File: config.mk
export PLATFORM = sky130hd
export DESIGN_NAME = alu_scheduler
export DESIGN_NICKNAME = d
export VERILOG_FILES = /design/src/rtl/alu_sched_pkg.sv /design/src/rtl/rr_arb2.sv /design/src/rtl/alu_scheduler.sv
export SDC_FILE = /design/constraint.sdc
export NUM_CORES = 1
export LEC_CHECK = 0
export CORE_MARGIN = 2
export CORE_UTILIZATION = 38
export DETAILED_ROUTE_END_ITERATION = 12
export PLACE_DENSITY_LB_ADDON = 0.12
export SLEW_MARGIN = 25
export SYNTH_ARGS = -nofsm -noshare
export SYNTH_HDL_FRONTEND = slang
export SYNTH_SLANG_ARGS = --single-unit
File: constraint.sdc
create_clock -name clk -period 2.5 [get_ports clk]
set_input_delay 0.5 -clock clk [delete_from_list [all_inputs] [get_ports clk]]
set_output_delay 0.5 -clock clk [all_outputs]
set_load 0.01 [all_outputs]
File: src/rtl/alu_sched_pkg.sv
`default_nettype none
// ---------------------------------------------------------------------------
// alu_sched_pkg : shared FSM states, ALU opcodes and parameter defaults
// Rev 1.0
// ---------------------------------------------------------------------------
package alu_sched_pkg;

  typedef enum logic [2:0] {
    ST_OFF     = 3'd0,
    ST_WAKE    = 3'd1,
    ST_READY   = 3'd2,
    ST_ISSUE   = 3'd3,
    ST_WAIT    = 3'd4,
    ST_RESP    = 3'd5,
    ST_ISOLATE = 3'd6
  } state_e;

  localparam logic [3:0] OP_ADD     = 4'h0;
  localparam logic [3:0] OP_SUB     = 4'h1;
  localparam logic [3:0] OP_AND     = 4'h2;
  localparam logic [3:0] OP_OR      = 4'h3;
  localparam logic [3:0] OP_XOR     = 4'h4;
  localparam logic [3:0] OP_NAND    = 4'h5;
  localparam logic [3:0] OP_NOR     = 4'h6;
  localparam logic [3:0] OP_XNOR    = 4'h7;
  localparam logic [3:0] OP_MUL     = 4'h8;
  localparam logic [3:0] OP_DIV     = 4'h9;
  localparam logic [3:0] OP_ILL_MIN = 4'hA;

  localparam int DEF_IDLE_TIMEOUT = 16;
  localparam int DEF_WAKE_CYCLES  = 2;
  localparam int DEF_WAIT_LIMIT   = 31;

  function automatic logic op_illegal(input logic [3:0] op);
    return op >= OP_ILL_MIN;
  endfunction

  function automatic logic op_multicycle(input logic [3:0] op);
    return (op == OP_MUL) || (op == OP_DIV);
  endfunction

endpackage
`default_nettype wire

File: src/rtl/rr_arb2.sv
`default_nettype none
// ---------------------------------------------------------------------------
// rr_arb2 : two-port round-robin arbiter, pointer advances only on accept
// Rev 1.0
// ---------------------------------------------------------------------------
module rr_arb2 (
  input  logic       clk,
  input  logic       rst,
  input  logic       en_i,
  input  logic [1:0] req_i,
  output logic [1:0] gnt_o
);

  // Index of the port granted last; starts at 1 so port 0 wins the first tie.
  logic last_q;

  always_comb begin
    gnt_o = 2'b00;
    if (en_i) begin
      case (req_i)
        2'b01:   gnt_o = 2'b01;
        2'b10:   gnt_o = 2'b10;
        2'b11:   gnt_o = last_q ? 2'b01 : 2'b10;
        default: gnt_o = 2'b00;
      endcase
    end
  end

  always_ff @(posedge clk) begin
    if (rst) begin
      last_q <= 1'b1;
    end else if (|(gnt_o & req_i)) begin
      last_q <= gnt_o[1];
    end
  end

endmodule
`default_nettype wire

File: src/rtl/alu_scheduler.sv
`default_nettype none
// ---------------------------------------------------------------------------
// alu_scheduler : two-requester ALU front end with power/isolation sequencing
// Rev 1.0
// ---------------------------------------------------------------------------
module alu_scheduler
  import alu_sched_pkg::*;
#(
  parameter int IDLE_TIMEOUT = DEF_IDLE_TIMEOUT,
  parameter int WAKE_CYCLES  = DEF_WAKE_CYCLES,
  parameter int WAIT_LIMIT   = DEF_WAIT_LIMIT
) (
  input  logic        clk,
  input  logic        rst,
  input  logic        req0_valid,
  output logic        req0_ready,
  input  logic [3:0]  req0_opcode,
  input  logic [15:0] req0_a,
  input  logic [15:0] req0_b,
  input  logic        req1_valid,
  output logic        req1_ready,
  input  logic [3:0]  req1_opcode,
  input  logic [15:0] req1_a,
  input  logic [15:0] req1_b,
  output logic        rsp0_valid,
  output logic [15:0] rsp0_data,
  output logic        rsp0_err,
  output logic        rsp1_valid,
  output logic [15:0] rsp1_data,
  output logic        rsp1_err,
  output logic        alu_pwr_en,
  output logic        alu_iso_en,
  output logic        alu_start,
  output logic [3:0]  alu_opcode,
  output logic [15:0] alu_a,
  output logic [15:0] alu_b,
  input  logic        alu_busy,
  input  logic [15:0] alu_result
);

  localparam int CNT_MAX0 = (IDLE_TIMEOUT > WAIT_LIMIT) ? IDLE_TIMEOUT : WAIT_LIMIT;
  localparam int CNT_MAX  = (CNT_MAX0 > WAKE_CYCLES) ? CNT_MAX0 : WAKE_CYCLES;
  localparam int CNT_W    = $clog2(CNT_MAX + 1);
  localparam logic [CNT_W-1:0] WAKE_LAST = CNT_W'(WAKE_CYCLES - 1);
  localparam logic [CNT_W-1:0] IDLE_LAST = CNT_W'(IDLE_TIMEOUT - 1);
  localparam logic [CNT_W-1:0] WAIT_LAST = CNT_W'(WAIT_LIMIT - 1);

  state_e           state_q, state_d;
  logic [CNT_W-1:0] cnt_q, cnt_d;
  logic             seen_q, seen_d;
  logic             owner_q, owner_d;
  logic [3:0]       op_q, op_d;
  logic [15:0]      a_q, a_d, b_q, b_d;
  logic [15:0]      data_q, data_d;
  logic             err_q, err_d;
  logic             start_q, pwr_q, iso_q, rsp0_q, rsp1_q;
  logic [1:0]       w_gnt;
  logic             w_accept;

  rr_arb2 u_arb (
    .clk   (clk),
    .rst   (rst),
    .en_i  (state_q == ST_READY),
    .req_i ({req1_valid, req0_valid}),
    .gnt_o (w_gnt)
  );

  assign w_accept = |(w_gnt & {req1_valid, req0_valid});

  always_comb begin
    state_d = state_q;
    cnt_d   = cnt_q;
    seen_d  = seen_q;
    owner_d = owner_q;
    op_d    = op_q;
    a_d     = a_q;
    b_d     = b_q;
    data_d  = data_q;
    err_d   = err_q;
    case (state_q)
      ST_OFF: begin
        if (req0_valid || req1_valid) begin
          state_d = ST_WAKE;
          cnt_d   = '0;
        end
      end
      ST_WAKE: begin
        if (cnt_q == WAKE_LAST) begin
          state_d = ST_READY;
          cnt_d   = '0;
        end else begin
          cnt_d = cnt_q + CNT_W'(1);
        end
      end
      ST_READY: begin
        // Any valid request is granted, so accept also clears the idle count.
        if (w_accept) begin
          state_d = ST_ISSUE;
          cnt_d   = '0;
          owner_d = w_gnt[1];
          op_d    = w_gnt[1] ? req1_opcode : req0_opcode;
          a_d     = w_gnt[1] ? req1_a : req0_a;
          b_d     = w_gnt[1] ? req1_b : req0_b;
        end else if (cnt_q == IDLE_LAST) begin
          state_d = ST_ISOLATE;
          cnt_d   = '0;
        end else begin
          cnt_d = cnt_q + CNT_W'(1);
        end
      end
      ST_ISSUE: begin
        state_d = ST_WAIT;
        cnt_d   = '0;
        seen_d  = 1'b0;
      end
      ST_WAIT: begin
        seen_d = seen_q | alu_busy;
        if (op_illegal(op_q)) begin
          state_d = ST_RESP;
          data_d  = 16'h0000;
          err_d   = 1'b1;
        end else if (!op_multicycle(op_q) || (seen_q && !alu_busy)) begin
          state_d = ST_RESP;
          data_d  = alu_result;
          err_d   = 1'b0;
        end else if (cnt_q == WAIT_LAST) begin
          state_d = ST_RESP;
          data_d  = 16'h0000;
          err_d   = 1'b1;
        end else begin
          cnt_d = cnt_q + CNT_W'(1);
        end
      end
      ST_RESP: begin
        state_d = ST_READY;
        cnt_d   = '0;
      end
      ST_ISOLATE: state_d = ST_OFF;
      default:    state_d = ST_OFF;
    endcase
  end

  // Outputs decode the next state so every port pin comes straight from a flop.
  always_ff @(posedge clk) begin
    if (rst) begin
      state_q <= ST_OFF;
      cnt_q   <= '0;
      seen_q  <= 1'b0;
      owner_q <= 1'b0;
      op_q    <= 4'h0;
      a_q     <= 16'h0000;
      b_q     <= 16'h0000;
      data_q  <= 16'h0000;
      err_q   <= 1'b0;
      start_q <= 1'b0;
      pwr_q   <= 1'b0;
      iso_q   <= 1'b1;
      rsp0_q  <= 1'b0;
      rsp1_q  <= 1'b0;
    end else begin
      state_q <= state_d;
      cnt_q   <= cnt_d;
      seen_q  <= seen_d;
      owner_q <= owner_d;
      op_q    <= op_d;
      a_q     <= a_d;
      b_q     <= b_d;
      data_q  <= data_d;
      err_q   <= err_d;
      start_q <= (state_d == ST_ISSUE) && !op_illegal(op_d);
      pwr_q   <= (state_d != ST_OFF);
      iso_q   <= !(state_d inside {ST_READY, ST_ISSUE, ST_WAIT, ST_RESP});
      rsp0_q  <= (state_d == ST_RESP) && !owner_d;
      rsp1_q  <= (state_d == ST_RESP) && owner_d;
    end
  end

  assign req0_ready = w_gnt[0];
  assign req1_ready = w_gnt[1];
  assign rsp0_valid = rsp0_q;
  assign rsp1_valid = rsp1_q;
  assign rsp0_data  = data_q;
  assign rsp1_data  = data_q;
  assign rsp0_err   = err_q;
  assign rsp1_err   = err_q;
  assign alu_pwr_en = pwr_q;
  assign alu_iso_en = iso_q;
  assign alu_start  = start_q;
  assign alu_opcode = op_q;
  assign alu_a      = a_q;
  assign alu_b      = b_q;

endmodule
`default_nettype wire

Yosys cells after proc, flatten, opt, wreduce, memory -nomap -nowiden
Index checks and enable logic that the tools add are counted.
{"block": "classes", "bitwise": 2, "order_cmp": 2, "n_reduce_logical": 23, "mux": 33, "eq_ne": 21, "addsub": 1}
{"cell": "two-way mux 16 bit", "n": 5}
{"cell": "two-way mux 5 bit", "n": 7}
{"cell": "one-hot mux 5 bit (5 select lines)", "n": 1}
{"cell": "two-way mux 3 bit", "n": 7}
{"cell": "one-hot mux 3 bit (6 select lines)", "n": 1}
{"cell": "equality test 3 x 2 -> 1 bit, second input constant", "n": 4}
{"cell": "equality test 3 bit, second input constant", "n": 4}
{"cell": "two-way mux 4 bit", "n": 3}
{"cell": "equality test 4 bit, second input constant", "n": 2}
{"cell": "greater-or-equal comparator 4 bit, second input constant", "n": 2}
{"cell": "!= test 2 bit, second input constant", "n": 4}
{"cell": "one-hot mux 2 bit (3 select lines)", "n": 1}
{"cell": "nonzero test 3 bit", "n": 2}
{"cell": "adder 5 x 1 -> 5 bit, second input constant", "n": 1}
{"cell": "equality test 5 x 1 -> 1 bit, second input constant", "n": 1}
{"cell": "equality test 5 x 4 -> 1 bit, second input constant", "n": 1}
{"cell": "equality test 5 bit, second input constant", "n": 1}
{"cell": "zero test 1 bit", "n": 5}
{"cell": "two-way mux 1 bit", "n": 5}
{"cell": "AND reduction 5 bit", "n": 1}
{"cell": "nonzero test 5 bit", "n": 1}
{"cell": "equality test 2 bit, second input constant", "n": 2}
{"cell": "logical AND 1 bit", "n": 4}
{"cell": "two-way mux 2 bit", "n": 2}
{"cell": "other kinds (11)", "n": 15}
{"block": "word_totals", "in_bits": 93, "register_bits": 69, "out_inout_bits": 77, "word_cells": 97}

Longest topological paths before layout
Gate-level depths: netlist of run 1.
{"block": "logic_depth", "word_depth": 10, "mapped_depth": 8, "ltp_nobuf": 8}

Modules after synthesis
A second synthesis of run 1 with hierarchy kept.
{"block": "hier_totals", "hier_cells": 349, "area_unflattened_um2": 3226.8}
{"mod": "alu_scheduler", "area_each_um2": 3168.0, "seq_area_each_um2": 1361.3, "cells_per_inst": 341, "n_inst": 1}
{"mod": "rr_arb2", "area_each_um2": 58.8, "seq_area_each_um2": 20.0, "cells_per_inst": 8, "n_inst": 1}

Worst setup path after synthesis of run 1
Ideal clock, no wire load.
{"block": "synth_path", "path_kind": "in2out", "from": "input req1_valid", "to": "output req0_ready", "slack_ns": 0.461, "path_buffers": 2, "arrival_ns": 1.539, "cell_stages": 5, "required_ns": 2.000, "path_cell_list": "or2_1 nand2_1 clkbuf_1 clkbuf_1 nor2_1"}
{"block": "synth_between", "elab_chain_len": 3, "word_cells_on_any_way": 5, "cone_classes": "eq/ne: 3; mux: 2"}
{"element": "start: declaration", "line_no": "alu_scheduler.sv:20", "rtl": "input logic req1_valid,"}
{"element": "equality test 2 bit / equality test 2 x 1 -> 1 bit (equally long branches)", "line_no": "rr_arb2.sv:20", "rtl": "case (req_i)"}
{"element": "one-hot mux 2 bit (3 select lines) *", "line_no": "rr_arb2.sv:20"}
{"element": "two-way mux 2 bit *", "line_no": "rr_arb2.sv:19", "rtl": "if (en_i) begin"}
{"element": "end: declaration", "line_no": "alu_scheduler.sv:16", "rtl": "output logic req0_ready,"}
Every way passes the cells marked *; elsewhere a longest branch is shown, timed or not.

Worst setup path in the final report of run 1
{"block": "layout_path", "from": "register state_q[0]", "to": "output req1_ready"}
{"block": "layout_between", "elab_chain_len": 2}
{"element": "start: declaration", "line_no": "alu_scheduler.sv:48", "rtl": "state_e state_q, state_d;"}
{"element": "start signal: assignment", "line_no": "alu_scheduler.sv:161", "rtl": "state_q <= state_d;"}
{"element": "equality test 3 x 2 -> 1 bit", "line_no": "alu_scheduler.sv:63", "rtl": ".en_i (state_q == ST_READY),"}
{"element": "two-way mux 2 bit", "line_no": "rr_arb2.sv:19"}
{"element": "end: declaration", "line_no": "alu_scheduler.sv:21", "rtl": "output logic req1_ready,"}
No other way between the ends.

==> reports/results.md, run 1 <==
| Result | This run | Unit |
|:---|:---|:---|
| Post-synth top cells | dfxtp_1 (69), a21oi_1 (48), nand2_1 (41) | - |
| Cell family with most CP delay | simple AND/OR/NAND/NOR gates | - |
| Hold buffer count at cts | 0 | - |
| Cell-by-cell listing of the critical path | or3b_4, nor2_2, clkdlybuf4s50_1 | - |
| First DRT Iteration DRCs | 124 | - |
| I/O Pins | 170 | - |
| Placeable core area | 7690 | um2 |
| Total global routing track utilization | 21.3 | % |
| Peak supply drop | 0.312 | mV |
| Number of post-CTS setup repair buffers | 0 | - |
| Ranking of synthesized cells by area | dfxtp_1 (46%), o221ai_1 (10%), a21oi_1 (8.0%) | - |
| Number of antenna cells inserted | 0 | - |
| Vias in the first global route | 3,008 | - |
| Initial Util | 38.9 | % |
| Period utilisation layout | 96.5 | % |
| Filler Cells Inserted | 671 | - |
| Most instantiated library cell after synthesis | dfxtp_1 | - |
| Fraction of layout instances using a drive strength above 1 | 8.10 | % |
| Synthesized area divided by synthesized cell count | 8.75 | um2 |
| Buffer and inverter count on the worst path | 1 | - |
| Synth async-reset ratio | 0 | % |
| Sequential fraction of the synthesis area | 46.2 | % |
| Max-Cap Viols | 0 | - |
| Leak Pwr | 1.69 | nW |
| First-pass GRT wire length | 14,400 | um |
| Hold crit path type | reg -> reg | - |
| Die width | 92.7 | um |
| Actual slew at the worst max-slew pin | 0.815 | ns |
| Number of enable flip-flop cells after synthesis | 0 | - |
| Post-synth design cell area | 2990 | um2 |
| Area fraction of the dominant cell type after synthesis | 46.2 | % |
| Yosys reg bits | 69 | - |
| Crit Path Category | reg -> out | - |
| Routed wire length per instance | 15.5 | um |
| Yosys synthesis warning count | 0 | - |
| Clock tree from TritonCTS | yes | - |
| Outcome | completed | - |
| Number of antenna violations at the first check in global routing | 0 | - |
| Synthesized instance count | 342 | - |
| Endpoint required time on the critical path | 2.00 | ns |
| Routability congestion estimate from global placement | 0.811 | - |
| Standard-cell row count | 32 | - |
| Grt ovf | 0 | - |
| Count of cell types in the netlist | 45 | - |
| Synthesized netlist net count | 440 | - |
| Clock latency reported for the late side of the worst-skew pair | 0.34 | ns |
| Bufs on Longest Clock Path | 2 | - |
| Final Net Count | 587 | - |
| Area of the multi-input gates | 1360 | um2 |
| Slowest Stage Delay on Critical Path | 0.55 | ns |
| Cell type of the slowest stage on the worst timing path | clkdlybuf4s50_1 | - |
| Vias | 3,140 | - |
| Vertical die dimension | 92.7 | um |
| Total half-perimeter wirelength after legalization and detailed placement | 6690 | um |
| TritonRoute pass-1 iters | 4 | - |
| WL final | 9260 | um |
| Clock-pin slew on the worst setup and hold paths | 0.08 | ns |
| Predominant post-synthesis flop cell | dfxtp_1 | - |
| Final count of negative-setup-slack endpoints | 0 | - |
| Highest clock rate | 0.415 | GHz |
| DRC viols | 0 | - |
| Type of element launching the critical path | register | - |
| Hold Violations, Final | 0 | - |
| Total Die Area | 8600 | um2 |
| Inserted Clock Buffers | 9 | - |
| Clock sink total | 69 | - |
| Worst max-slew margin expressed relative to the limit | 45.6 | % |
| Final total negative setup slack | 0 | ns |
| Final core occ | 63.9 | % |
| Biggest fanout along the worst timing path | 13 | - |
| Number of max-slew violations in the final report | 0 | - |
| Sequential cell area | 1380 | um2 |
| RSZ-0062 raised after global routing | no | - |
| Routed via count divided by cell count | 5.27 | - |
| Cell at the root of the clock tree | clkbuf_8 | - |
| Kind of end point of the critical path | primary output | - |
| Maximum clock skew at final layout | 0.0115 | ns |
| Maximum level of the CTS H-tree | 3 | - |
| Power density cells | 519 | nW/um2 |
| Library cell with the largest summed area after synthesis | dfxtp_1 | - |
| Worst path arrival time | 1.91 | ns |
| Time the worst path needs with I/O delays and setup | 2.41 | ns |
| Area growth from synthesis to final layout | 64.2 | % |
| Number of I/O port buffers | 169 | - |
| Number of antenna-violating nets in the routed design | 0 | - |
| Maximum number of pins on one net before global-route repair | 44 | - |
[path summary, 6_finish.rpt]
path,from,to,slack [ns],cells after the start
max,state_q[0],req1_ready,0.09,3
min,alu_a[14],alu_a[14],0.45,2
max reg2reg,cnt_q[0],cnt_q[2],0.30,8
min reg2reg,alu_a[14],alu_a[14],0.45,2
[cell families (layout without fill, tap and decap cells)]
family | Yosys count | after routing | share of synthesized area (%)
adders and majority gates | 5 | 5 | 2.09
AOI/OAI and AO/OA | 120 | 120 | 27.9
DFF | 69 | 69 | 46.2
buffers and inverters | 51 | 203 | 8.70
and+or+nand+nor | 97 | 97 | 15.1
[flip-flops by register name (all words and copies together) (netlist names)]
| name | flops |
|---|---|
| state_q | 3 |
| alu_iso_en | 1 |
| rsp1_valid | 1 |
| rsp0_err | 1 |
| alu_a | 16 |
| owner_q | 1 |
| seen_q | 1 |
| rsp0_data | 16 |
| u_arb.last_q | 1 |
| cnt_q | 5 |
| alu_pwr_en | 1 |
| alu_start | 1 |
| alu_opcode | 4 |
| alu_b | 16 |
| rsp0_valid | 1 |
[per-layer routing]
layer,vias to the layer above,GRT usage [%],wire [um]
met3,14,6.92,677
met4,0,8.82,185
met2,111,35.1,4510
li1,1528,-,-
met5,-,0,0
met1,1487,25.6,3890
[placed cells by master (no fill, tap or decap), drive strengths merged, types with 2 or more instances in the layout]
master | Yosys | routed
clkdlybuf4s50 | 0 | 167
clkbuf | 24 | 10
o21ai | 2 | 2
inv | 5 | 5
a2bb2oi | 2 | 2
or4b | 2 | 2
a21oi | 48 | 48
nand3 | 5 | 5
nor2b | 2 | 2
or3b | 3 | 3
nor3b | 2 | 2
a21o | 2 | 2
nand2b | 2 | 2
nand4 | 2 | 2
o221ai | 35 | 35
a22oi | 17 | 17
a21boi | 2 | 2
bufinv | 0 | 3
dfxtp | 69 | 69
or3 | 2 | 2
nor2 | 30 | 30
nand2 | 41 | 41
clkinv | 0 | 2
buf | 22 | 14
ha | 5 | 5
[what timing repair did]
item / CTS / global route
endpoints found under the setup margin: 1 / 1
gates resized for setup: 1 / 2
hold endpoints to repair: 0 / 0
[per-stage QoR]
step           hold slack, ns  worst slack (ns)  power, mW  cell area [um2]  std cells
5_1_grt                 0.469            0.0129       2.66             4910        596
3_5_place_dp            0.444            0.0566       1.48             4670        580
3_3_place_gp            0.438            0.0680       1.48             4670        580
2_1_floorplan           0.437             0.461       1.28             2990        342
4_1_cts                 0.454            0.0456       2.57             4910        596
6_report                0.452            0.0884       2.55             4910        596
[tightest hold or removal path, cell delays in order, from the launching register on]
cell and delay, ns:
dfxtp_1 0.31, nand2_1 0.05, a21oi_1 0.05
[where the power goes]
group	leakage, nW	switching (mW)	internal (mW)	total (mW)
combinational	1.01	0.121	0.199	0.320
sequential	0.558	0.0214	1.12	1.14
clock	0.116	0.426	0.663	1.09
[final cells by class]
type	count	share of cell area, %
Tap cell	102	2.60
Multi-Input combinational cell	222	27.7
Clock inverter	6	2.27
Inverter	5	0.382
Sequential cell	69	28.1
Clock buffer	10	2.60
Timing Repair Buffer	182	36.4
(Power assumes the default switching activity.)
==> run 2: changes to the inputs <==
CORE_UTILIZATION = 40   (was 38)
SYNTH_HIERARCHICAL = 1   (was unset)
==> reports/results.md, run 2 <==
| Result | This run | Unit | Change |
|:---|:---|:---|:---|
| Outcome | completed | - |  |
| Synthesized netlist net count | 447 | - | +1.6% |
| Post-synth top cells | dfxtp_1 (69), nor2_1 (64), a211oi_1 (36), mux2i_1 (36) | - |  |
| Most instantiated library cell after synthesis | dfxtp_1 | - |  |
| Final Net Count | 613 | - | +4.4% |
| Library cell with the largest summed area after synthesis | dfxtp_1 | - |  |
| Inserted Clock Buffers | 9 | - | unchanged |
| Maximum clock skew at final layout | 0.0147 | ns | +0.00320 ns |
| Sequential fraction of the synthesis area | 42.8 | % | -3.3 points |
| Crit Path Category | reg -> out | - |  |
| Hold crit path type | reg -> reg | - |  |
| First-pass GRT wire length | 13,900 | um | -3.2% |
| Number of antenna-violating nets in the routed design | 0 | - | unchanged |
| Ranking of synthesized cells by area | dfxtp_1 (43%), mux2i_1 (11%), a211oi_1 (8.4%) | - |  |
| Clock sink total | 69 | - | unchanged |
| Clock tree from TritonCTS | yes | - |  |
| Time the worst path needs with I/O delays and setup | 2.35 | ns | -0.0610 ns |
| Endpoint required time on the critical path | 2.00 | ns | about the same |
| Filler Cells Inserted | 639 | - | -4.8% |
| Vias | 3,153 | - | +0.41% |
| Post-synth design cell area | 3230 | um2 | +7.8% |
| Highest metal layer with signal wires | met4 | - |  |
| Routed via count divided by cell count | 5.07 | - | -3.8% |
| Hold Violations, Final | 0 | - | unchanged |
| Highest clock rate | 0.425 | GHz | +2.6% |
| Maximum number of pins on one net before global-route repair | 31 | - | -30% |
| I/O Pins | 170 | - | unchanged |
| Yosys synthesis warning count | 6 | - | +6 |
| Final core occ | 67.6 | % | +3.7 points |
| Maximum level of the CTS H-tree | 3 | - | unchanged |
| First DRT Iteration DRCs | 98 | - | -21% |
| Fraction of layout instances using a drive strength above 1 | 11.5 | % | +3.4 points |
| Detailed route wirelength on metal3 | 829 | um | +22% |
| Peak supply drop | 0.260 | mV | -17% |
| Die width | 93.8 | um | +1.2% |
| Final count of negative-setup-slack endpoints | 0 | - | unchanged |
| Leak Pwr | 1.83 | nW | +8.8% |
| Hold buffer count at cts | 0 | - | unchanged |
| Kind of end point of the critical path | primary output | - |  |
| Worst-case reg-to-reg path depth | 7 | - | -1 |
| Routed met2 length | 4450 | um | -1.4% |
| Synthesized area divided by synthesized cell count | 9.25 | um2 | +5.7% |
| Number of max-slew violations in the final report | 0 | - | unchanged |
| Number of antenna cells inserted | 0 | - | unchanged |
| Total half-perimeter wirelength after legalization and detailed placement | 6770 | um | +1.3% |
| Total Die Area | 8800 | um2 | +2.3% |
| Vertical die dimension | 93.8 | um | +1.2% |
| Bufs on Longest Clock Path | 2 | - | unchanged |
| Routed wire length per instance | 14.1 | um | -9.0% |
| Period utilisation layout | 94.0 | % | -2.4 points |
| DRC viols | 0 | - | unchanged |
| Post-route insts no fill | 622 | - | +4.4% |
| Area fraction of the dominant cell type after synthesis | 42.8 | % | -3.3 points |
| Met1 Routed Length | 3400 | um | -13% |
| Type of element launching the critical path | register | - |  |
| Vias in the first global route | 3,004 | - | -0.13% |
| Count of cell types in the netlist | 49 | - | +8.9% |
| # placed instances | 603 | - | +4.0% |
| Design Area, Final | 5250 | um2 | +6.9% |
| Biggest fanout along the worst timing path | 3 | - | -10 |
| Total global routing track utilization | 20.0 | % | -1.3 points |
| Initial Util | 41.5 | % | +2.6 points |
| Placed instance area | 5020 | um2 | +7.5% |
| Most frequent standard cell in the layout excluding fill and tap cells | clkdlybuf4s50_1 | - |  |
| Number of instances on the worst hold path | 2 | - | unchanged |
| Commonest cells after routing, fill and taps aside | clkdlybuf4s50_1 (166), dfxtp_1 (68), nor2_1 (63) | - |  |
| Predominant post-synthesis flop cell | dfxtp_1 | - |  |
| Number of antenna violations at the first check in global routing | 0 | - | unchanged |
| Standard-cell row count | 32 | - | unchanged |
| Area growth from synthesis to final layout | 62.8 | % |  |
| Worst max-slew margin expressed relative to the limit | 52.3 | % | +6.6 points |
| Number of I/O port buffers | 169 | - | unchanged |
| Power density cells | 452 | nW/um2 | -13% |
| Grt ovf | 0 | - | unchanged |
| Clock latency reported for the late side of the worst-skew pair | 0.34 | ns | about the same |
| Synthesized instance count | 349 | - | +2.0% |
| Post-layout power | 2.37 | mW | -6.9% |
| RSZ-0062 raised after global routing | no | - |  |
| Worst path arrival time | 1.85 | ns | -0.06 ns |
| WL final | 8800 | um | -5.0% |
| Synth async-reset ratio | 0 | % | unchanged |
| Max-Cap Viols | 0 | - | unchanged |
| TritonRoute pass-1 iters | 4 | - | unchanged |
| Actual slew at the worst max-slew pin | 0.706 | ns | -0.109 ns |
| Yosys reg bits | 69 | - | unchanged |
| Cell at the root of the clock tree | clkbuf_8 | - |  |
| Clock-pin slew on the worst setup and hold paths | 0.08 | ns | about the same |
| Routability congestion estimate from global placement | 0.841 | - | +3.7% |
| Placeable core area | 7770 | um2 | +1.0% |
| Number of enable flip-flop cells after synthesis | 0 | - | unchanged |
run 2: worst paths after layout:
| kind | slack [ns] | to | startpoint |
|---|---|---|---|
| min | 0.50 | alu_a[6] | alu_a[6] |
| min reg2reg | 0.50 | alu_a[6] | alu_a[6] |
| max reg2reg | 0.18 | cnt_q[3] | cnt_q[0] |
| max | 0.15 | req0_ready | state_q[2] |
run 2: per-layer routing:
metal / GRT usage [%] / vias up
li1: - / 1572
met1: 22.5 / 1443
met2: 33.4 / 128
met3: 8.67 / 10
met4: 7.85 / 0
met5: 0 / -
run 2: layout make-up:
cell class	count	area (um2)	share of cell area [%]
Timing Repair Buffer	196	1910	36.4
Inverter	11	41.3	0.786
Tap cell	102	128	2.43
Multi-Input combinational cell	228	1590	30.3
Clock inverter	7	72.6	1.38
Clock buffer	9	124	2.36
Sequential cell	69	1380	26.3
run 2: where the power goes:
part	switching, mW	internal, mW
sequential	0.0110	1.11
clock	0.449	0.464
combinational	0.124	0.212
run 2: logic make-up (layout without fill, tap and decap cells):
group	Yosys count	in the layout	share of synthesized area (%)
AOI/OAI and AO/OA	86	86	20.5
buffers and inverters	52	223	8.88
adders and majority gates	5	5	1.94
DFF	69	69	42.8
muxes	36	36	11.2
and+or+nand+nor	101	101	14.7
run 2: worst max-delay path, cell delays in order (launching register included):
cell and delay (ns):
dfxtp_1 0.32, or3b_2 0.48, inv_1 0.11, nand2_1 0.08
a21oi_2 0.15, buf_4 0.13, dlygate4sd2_1 0.26
run 2: timing repair:
item | CTS | global route
endpoints found under the hold margin | 0 | 0
pin swaps | 0 | 1
endpoints found under the setup margin | 2 | 21
buffers inserted | 0 | 3
resized for setup | 3 | 1
run 2: per-stage QoR:
stage / hold slack (ns) / setup TNS, ns / worst slack [ns]
global placement: 0.485 / -0.0249 / -0.0108
CTS: 0.501 / 0 / 0.0565
detailed placement: 0.492 / -0.723 / -0.104
finish: 0.500 / 0 / 0.149
global route: 0.525 / 0 / 0.0154
floorplan: 0.476 / 0 / 0.0148
